**src/rtl/btn_sw_conditioner.sv**
```systemverilog
// Button/switch input conditioner: per-channel synchroniser and debouncer,
// registered edge pulses, and a backpressured event stream that reports the
// lowest-index channel with an unreported debounced change.
module btn_sw_conditioner #(
    parameter int NUM_BTN         = 2,
    parameter int NUM_SW          = 4,
    parameter int SYNC_STAGES     = 2,
    parameter int DEBOUNCE_CYCLES = 16,
    localparam int NCH            = NUM_BTN + NUM_SW,
    localparam int ID_W           = $clog2(NCH),
    localparam int CNT_W          = $clog2(DEBOUNCE_CYCLES)
) (
    input  logic               clk,
    input  logic               reset_n,
    input  logic [NUM_BTN-1:0] btn,
    input  logic [NUM_SW-1:0]  sw,
    output logic [NUM_BTN-1:0] btn_level,
    output logic [NUM_BTN-1:0] btn_press,
    output logic [NUM_BTN-1:0] btn_release,
    output logic [NUM_SW-1:0]  sw_level,
    output logic [NUM_SW-1:0]  sw_change,
    output logic               event_valid,
    input  logic               event_ready,
    output logic [ID_W-1:0]    event_id,
    output logic               event_level,
    output logic               event_overflow,
    input  logic               overflow_clr
);

    localparam logic [CNT_W-1:0] CNT_MAX = CNT_W'(DEBOUNCE_CYCLES - 1);

    // Buttons occupy the low channel indices, switches follow.
    logic [NCH-1:0] raw;
    logic [NCH-1:0] sync_s;

    logic [SYNC_STAGES-1:0][NCH-1:0] sync_q, sync_d;
    logic [NCH-1:0][CNT_W-1:0]       cnt_q, cnt_d;
    logic [NCH-1:0]                  level_q, level_d;
    logic [NCH-1:0]                  strobe;

    logic [NUM_BTN-1:0] press_q, press_d;
    logic [NUM_BTN-1:0] release_q, release_d;
    logic [NUM_SW-1:0]  change_q, change_d;

    logic [NCH-1:0]  pend_q, pend_d;
    logic [NCH-1:0]  pend_clr;
    logic [NCH-1:0]  sel_oh;
    logic [ID_W-1:0] sel_id;
    logic            sel_level;
    logic            found;
    logic            load;
    logic            ev_valid_q, ev_valid_d;
    logic [ID_W-1:0] ev_id_q, ev_id_d;
    logic            ev_level_q, ev_level_d;
    logic            ovf_q, ovf_d;
    logic            ovf_set;

    assign raw    = {sw, btn};
    assign sync_s = sync_q[SYNC_STAGES-1];

    // Shift each raw input through a plain flop chain to tame metastability.
    always_comb begin
        sync_d[0] = raw;
        for (int st = 1; st < SYNC_STAGES; st++) begin
            sync_d[st] = sync_q[st-1];
        end
    end

    // Accept a new level only after it has differed from the stable one long enough.
    always_comb begin
        level_d = level_q;
        cnt_d   = cnt_q;
        strobe  = '0;
        for (int i = 0; i < NCH; i++) begin
            if (sync_s[i] == level_q[i]) begin
                cnt_d[i] = '0;
            end else if (cnt_q[i] == CNT_MAX) begin
                level_d[i] = sync_s[i];
                cnt_d[i]   = '0;
                strobe[i]  = 1'b1;
            end else begin
                cnt_d[i] = cnt_q[i] + 1'b1;
            end
        end
    end

    // Edge pulses are the strobe qualified by the direction of the new level.
    always_comb begin
        press_d   = strobe[NUM_BTN-1:0] & sync_s[NUM_BTN-1:0];
        release_d = strobe[NUM_BTN-1:0] & ~sync_s[NUM_BTN-1:0];
        change_d  = strobe[NCH-1:NUM_BTN];
    end

    // Pick the lowest-index pending channel and its current stable level.
    always_comb begin
        found     = 1'b0;
        sel_id    = '0;
        sel_level = 1'b0;
        sel_oh    = '0;
        for (int i = 0; i < NCH; i++) begin
            if (!found && pend_q[i]) begin
                found     = 1'b1;
                sel_id    = ID_W'(i);
                sel_level = level_q[i];
                sel_oh[i] = 1'b1;
            end
        end
    end

    // Event register, pending mask and sticky overflow; a new strobe beats a clear.
    always_comb begin
        load       = !ev_valid_q || event_ready;
        ev_valid_d = ev_valid_q;
        ev_id_d    = ev_id_q;
        ev_level_d = ev_level_q;
        pend_clr   = '0;
        if (load) begin
            ev_valid_d = found;
            if (found) begin
                ev_id_d    = sel_id;
                ev_level_d = sel_level;
                pend_clr   = sel_oh;
            end
        end
        pend_d  = (pend_q & ~pend_clr) | strobe;
        ovf_set = |(strobe & pend_q & ~pend_clr);
        if (ovf_set) begin
            ovf_d = 1'b1;
        end else if (overflow_clr) begin
            ovf_d = 1'b0;
        end else begin
            ovf_d = ovf_q;
        end
    end

    // All state registers share the asynchronous active-low reset.
    always_ff @(posedge clk or negedge reset_n) begin
        if (!reset_n) begin
            sync_q     <= '0;
            cnt_q      <= '0;
            level_q    <= '0;
            press_q    <= '0;
            release_q  <= '0;
            change_q   <= '0;
            pend_q     <= '0;
            ev_valid_q <= 1'b0;
            ev_id_q    <= '0;
            ev_level_q <= 1'b0;
            ovf_q      <= 1'b0;
        end else begin
            sync_q     <= sync_d;
            cnt_q      <= cnt_d;
            level_q    <= level_d;
            press_q    <= press_d;
            release_q  <= release_d;
            change_q   <= change_d;
            pend_q     <= pend_d;
            ev_valid_q <= ev_valid_d;
            ev_id_q    <= ev_id_d;
            ev_level_q <= ev_level_d;
            ovf_q      <= ovf_d;
        end
    end

    assign btn_level      = level_q[NUM_BTN-1:0];
    assign sw_level       = level_q[NCH-1:NUM_BTN];
    assign btn_press      = press_q;
    assign btn_release    = release_q;
    assign sw_change      = change_q;
    assign event_valid    = ev_valid_q;
    assign event_id       = ev_id_q;
    assign event_level    = ev_level_q;
    assign event_overflow = ovf_q;

endmodule
```
**config.mk**
```make
export PLATFORM = sky130hd
export DESIGN_NAME = btn_sw_conditioner
export DESIGN_NICKNAME = d
export VERILOG_FILES = /design/src/rtl/btn_sw_conditioner.sv
export SDC_FILE = /design/constraint.sdc
export NUM_CORES = 1
export LEC_CHECK = 0
export CORE_ASPECT_RATIO = 0.5
export CORE_MARGIN = 1.5
export CORE_UTILIZATION = 40
export CTS_CLUSTER_SIZE = 30
export DETAILED_ROUTE_END_ITERATION = 10
export MAX_ROUTING_LAYER = met4
export PLACE_DENSITY_LB_ADDON = 0.12
export SLEW_MARGIN = 20
export SYNTH_ARGS = -nofsm -noshare
export SYNTH_HDL_FRONTEND = slang
export SYNTH_SLANG_ARGS = --single-unit
```
**constraint.sdc**
```tcl
create_clock -name clk -period 2 [get_ports clk]
set_input_delay 0.2 -clock clk [delete_from_list [all_inputs] [get_ports clk]]
set_output_delay 0.2 -clock clk [all_outputs]
set_load 0.03 [all_outputs]
```
### Word level (Yosys, flattened, before mapping)

Index checks and enable logic that the tools add are counted.

| storage, ports and cells | value |
|---|---|
| bits in registers | 62 |
| bits of input ports | 10 |
| output and inout port bits | 20 |
| word-level logic and storage cells | 125 |

| cells by class | value |
|---|---|
| add/subtract/negate cells | 6 |
| equality and inequality tests | 12 |
| muxes and demuxes | 50 |
| bitwise logic cells | 14 |
| reduce and logical (&&, ||, !) cells | 21 |

Operators with widths:

| cell | count |
|---|---|
| 2-to-1 mux 4 bit | 12 |
| 2-to-1 mux 1 bit | 32 |
| adder 4 x 1 -> 4 bit, second input constant | 6 |
| equality test 4 bit, second input constant | 6 |
| AND 6 bit | 3 |
| AND reduction 2 bit | 7 |
| 2-to-1 mux 3 bit | 4 |
| 2-to-1 mux 6 bit | 2 |
| equality test 1 bit | 6 |
| zero test 1 bit | 6 |
| NOT 1 bit | 6 |
| NOT 6 bit | 1 |
| bitwise OR 6 bit | 1 |
| OR reduction 6 bit | 1 |
| logical AND 1 bit | 5 |
| AND 2 bit | 2 |
| NOT 2 bit | 1 |
| nonzero test 2 bit | 1 |
| logical OR 1 bit | 1 |

### Longest topological paths before layout

| depth | value |
|---|---|
| depth in word-level cells | 22 |
| depth in mapped cells | 5 |
| gate-level depth less buffers | 5 |

### Worst setup path before layout

Ideal clock, no wire load.

| path | value |
|---|---|
| kind | reg2reg |
| from | register pend_q[1] |
| to | register ovf_q, in the netlist event_overflow |
| library setup time | 0.133 ns |
| arrival time | 1.544 ns |
| data required time | 1.867 ns |
| setup slack | 0.323 ns |
| cell stages (with the launch flop) | 6 |
| path buffers | 1 |
| clock period less this slack | 1.677 ns |
| path through | dfrtp_1 buf_6 or4_4 o31a_1 a22oi_1 nand4_1 |

| between the ends | value |
|---|---|
| cells in the longest elaborated chain, start to end | 20 |
| elaborated cells on any way between the ends | 27 |

Ends and longest elaborated chain:

| element | line | text |
|---|---|---|
| start: declaration | 45 | `logic [NCH-1:0] pend_q, pend_d;` |
| start signal: assignment | 157 | `pend_q <= pend_d;` |
| logical AND 1 bit | 101 | `if (!found && pend_q[i]) begin` |
| 2-to-1 mux 1 bit | 101 |  |
| zero test 1 bit | 101 |  |
| logical AND 1 bit | 101 |  |
| 2-to-1 mux 1 bit | 101 |  |
| zero test 1 bit | 101 |  |
| logical AND 1 bit | 101 |  |
| 2-to-1 mux 1 bit | 101 |  |
| [4 not listed] | -- |  |
| logical AND 1 bit | 101 |  |
| 2-to-1 mux 1 bit | 101 |  |
| 2-to-1 mux 6 bit | 119 | `if (found) begin` |
| 2-to-1 mux 6 bit | 117 | `if (load) begin` |
| NOT 6 bit | 126 | `ovf_set = \|(strobe & pend_q & ~pend_clr);` |
| AND 6 bit (*) | 126 |  |
| OR reduction 6 bit (*) | 126 |  |
| 2-to-1 mux 1 bit or nonzero test 2 bit (tied branches) | -- |  |
| end signal: assignment | 161 | `ovf_q <= ovf_d;` |
| end: declaration | 55 | `logic ovf_q, ovf_d;` |

Mark *: on every way between the ends. The rest lies on a longest branch, timed or not.
A chain may end at the register's enable or synchronous reset.

### Worst setup path in the final report

Same ends and word-level chain as after synthesis.

==> out/qor.txt <==
======================================================================================
I/O pin count                                                                       30
Internal power of the cells                                                 0.002328 W
Starting DRC count in detailed routing                                              57
Number of antenna violations at the first check in global routing                    0
Total iterations of the first detailed-routing run                                   5
Static leakage                                                                1.432 nW
Flip-flop and latch count after synthesis                                           62
Number of setup violations in the final report                                       0
Via count of the first global-routing pass                                        1694
Number of max-capacitance violations reported                                        0
Final slew viol count                                                                0
Power density over cell area                                              919.9 mW/mm^2
Required time at the worst-slack endpoint                                      2.19 ns
Postcts setup bufs                                                                   0
Clock insertion delay at the later pin of the skew report                      0.32 ns
Timing-limited maximum frequency                                             564.4 MHz
Share of total power in sequential cells                                         45.9%
Number of port buffers                                                              29
Arr. time, crit path                                                           1.96 ns
Max incr delay on CP                                                           0.60 ns
Leftover overflow at the end of global routing                                       0
Number of distinct standard cells referenced by the synthesized netlist             39
Combinational group share of total power                                          6.7%
Final setup skew                                                           0.003352 ns
Routed via count divided by cell count                                           4.851
Pin count of the biggest net entering global routing                                39
Routed WL                                                                      4549 um
Global-route wire length before repair                                         7817 um
Sequential element share of the synthesized area                                62.22%
Final antenna-violating net count                                                    0
Largest fanout on the critical path                                                  9
Synthesized area                                                          0.002494 mm^2
Post-layout minimum cycle time                                                1.772 ns
Relative slew slack                                                             72.17%
Half-perimeter wire length after placement                                     3219 um
Largest delay contributor family on the critical path                     simple AND/OR/NAND/NOR gates
IR drop worst, VDD                                                           0.5940 mV
Initial cell density of the core                                                41.18%
Area of the die                                                           0.006745 mm^2
Crit. End Element                                                             register
Clock root buffer                                                         sky130_fd_sc_hd__clkbuf_16
Core footprint                                                            0.006056 mm^2
Layout net count                                                                   268
Startpoint of the worst setup timing path                                 pend_q[1]$_DFF_PN0_
Critical path, cell by cell                                               or4_4 -> o31a_1 -> a22oi_1 -> nand4_1
Diode count                                                                          0
Path class of the lowest-slack min-delay path                             input pin to asynchronous set/reset pin
Power, Total                                                                0.002953 W
RR Startpoint                                                             pend_q[1]$_DFF_PN0_
Placement row count                                                                 20
Share of cells above drive strength 1                                           11.37%
Routability-driven placement congestion ratio                                   0.8928
Number of gates given a new drive strength after cts                                 0
Floorplan die width                                                           114.7 um
Number of clock sinks                                                               62
Final hold violation count                                                           0
Critical-path cell with the highest stage delay                           sky130_fd_sc_hd__or4_4
Syn nets                                                                           225
Overall die height                                                            58.83 um
Critical path class                                                       register to register
Share of the clock period used by the worst path after layout                   88.58%
Average detailed-routed wire length per instance                              13.26 um
Share of the core filled with cells                                             53.02%
Slew of the pin with the lowest slew margin                                  0.4145 ns
Reg clk slew, reported paths                                                   0.05 ns
Maximum buffer depth of the clock tree                                               2
Sw power                                                                   0.0006255 W
CTS tree                                                                         built
Gate count after technology mapping                                                209
Setup TNS                                                                         0 ns
Worst path buffer plus inverter count                                                0
Final cell count without fillers                                                   343
Total vias in the final route                                                     1664
Number of H-tree levels                                                              3
Part of the total power dissipated in the clock network                          47.3%
Switching share of power                                                        21.18%
Synthesis-to-layout area growth                                                 28.75%
Synth warn                                                                           0
Syn avg cell area                                                           11.93 um^2
CP Launch Type                                                                register
Number of buffers added by the clock tree synthesis step                             9
Outcome                                                                      completed
Placed cell count                                                                  328
Global-route usage over all layers                                              16.31%
Unrepaired setup endpoints after global routing                                     no
DR DRC count                                                                         0
======================================================================================
[layer usage]
metal / track usage (%) / up-vias / wire (um)
met5: - / - / 0
met4: 5.893 / 0 / 27
met3: 7.518 / 4 / 237
met2: 22.84 / 37 / 2058
met1: 20.77 / 809 / 2225
li1: - / 814 / -
[synthesized netlist by cell type]
library cell	instances	area share, %
sky130_fd_sc_hd__nor4_1	1	0.25
sky130_fd_sc_hd__a311oi_1	1	0.35
sky130_fd_sc_hd__nand3b_1	1	0.30
sky130_fd_sc_hd__inv_1	8	1.2
sky130_fd_sc_hd__a211o_1	1	0.35
sky130_fd_sc_hd__or3_1	1	0.25
sky130_fd_sc_hd__nand3_1	8	1.6
sky130_fd_sc_hd__ha_1	6	3.0
sky130_fd_sc_hd__o21ai_0	15	3.0
sky130_fd_sc_hd__or4_4	1	0.45
sky130_fd_sc_hd__or2_2	1	0.25
sky130_fd_sc_hd__buf_6	1	0.45
sky130_fd_sc_hd__xor2_1	2	0.70
sky130_fd_sc_hd__a21o_1	2	0.60
sky130_fd_sc_hd__nor3b_1	7	2.1
sky130_fd_sc_hd__clkbuf_1	2	0.30
sky130_fd_sc_hd__o21bai_1	1	0.30
sky130_fd_sc_hd__a21oi_1	10	2.0
sky130_fd_sc_hd__buf_2	2	0.40
sky130_fd_sc_hd__nand2b_1	2	0.50
sky130_fd_sc_hd__a2bb2oi_1	1	0.35
sky130_fd_sc_hd__o31a_1	1	0.35
sky130_fd_sc_hd__a31oi_1	1	0.25
sky130_fd_sc_hd__dfrtp_1	62	62
sky130_fd_sc_hd__mux2i_1	2	0.80
sky130_fd_sc_hd__nand4_1	1	0.25
sky130_fd_sc_hd__o211ai_1	1	0.30
sky130_fd_sc_hd__o41ai_1	1	0.35
sky130_fd_sc_hd__a22oi_1	2	0.60
sky130_fd_sc_hd__nand2_1	6	0.90
sky130_fd_sc_hd__nand4b_1	4	1.4
sky130_fd_sc_hd__nor2_1	20	3.0
sky130_fd_sc_hd__o22ai_1	1	0.25
sky130_fd_sc_hd__o32ai_1	1	0.35
sky130_fd_sc_hd__nor2b_1	8	2.0
sky130_fd_sc_hd__mux2_2	6	2.7
sky130_fd_sc_hd__and3_1	1	0.25
sky130_fd_sc_hd__xnor2_1	12	4.2
sky130_fd_sc_hd__nor3_1	5	1.0
[repair_timing]
action,4_1_cts,5_1_grt
endpoints found under the setup margin,0,0
hold buffers,1,0
endpoints found under the hold margin,43,0
[sequential cells by signal, summed over array words and instances (netlist names)]
signal,count
cnt_q,24
sync_d,6
pend_q,6
event_id,3
sw_change,4
event_valid,1
btn_release,2
sync_s,6
level_q,6
event_level,1
btn_press,2
event_overflow,1
[area by class of cell]
cell class              count  area, um^2
clock buffers              13       270.3
multi-input cells         134       883.3
well taps                  88       110.1
inverters                   8       30.03
flip-flops and latches     62        1551
fillers                   549        2845
clock inverters             1       5.005
repair buffers             37       360.3
[worst register-to-register path: cells and delay by family (launching register included)]
kind	cells	cell delay (ns)
compound gates	2	0.46
flops	1	0.47
simple gates	2	0.72
[logic make-up (layout without fill, tap and decap cells)]
kind of cell / after synthesis / in the layout / synth area share, %
muxes: 8 / 8 / 3.512
adders and majority gates: 6 / 6 / 3.010
and+or+nand+nor: 67 / 67 / 14.55
buffers and inverters: 13 / 59 / 2.358
AOI/OAI and AO/OA: 39 / 39 / 9.434
DFF: 62 / 62 / 62.22
xor gates and xnor gates: 14 / 14 / 4.917
[power groups by stage]
stage	clock, W	sequential (W)	combinational [W]
floorplan	0	0.00140	0.0000740
global placement	0	0.00137	0.000196
detailed placement	0	0.00138	0.000201
CTS	0.00145	0.00136	0.000204
global route	0.00150	0.00136	0.000224
finish	0.00140	0.00136	0.000199
[worst paths after layout]
check / end / cells after the start / slack (ns)
worst max register to register: event_overflow$_DFFE_PN0P_ / 4 / 0.23
max in group asynchronous: sw_change[1]$_DFF_PN0_ / 3 / 1.25
worst min-delay path: cnt_q[2]$_DFF_PN0_ / 2 / 0.26
min in group clk: sync_d[7]$_DFF_PN0_ / 1 / 0.31
worst min register to register: sync_s[3]$_DFF_PN0_ / 0 / 0.35
worst max-delay path: event_overflow$_DFFE_PN0P_ / 4 / 0.23
[stage by stage]
step                      setup slack (ns)  hold slack [ns]  instance area (um^2)
after floorplan                     0.3229         -0.09559                  2494
after global placement              0.2849          0.04812                  2925
after detailed placement            0.2385          0.04993                  2925
after CTS                           0.2412           0.2419                  3211
after global routing                0.1680           0.2670                  3211
final                               0.2283           0.2567                  3211
[layout by cell type, fill, tap and decap left out, drive strengths merged, types with 2 or more instances in the layout]
master / n
mux2: 6
nand3: 8
clkbuf: 13
xnor2: 12
xor2: 2
a22oi: 2
clkdlybuf4s50: 28
buf: 8
dfrtp: 62
a21o: 2
nand4b: 4
nand2: 6
mux2i: 2
nor2: 20
nand2b: 2
o21ai: 15
a21oi: 10
ha: 6
nor3b: 7
inv: 8
nor2b: 8
nor3: 5
Note: power is estimated with default switching activity, not from simulation.
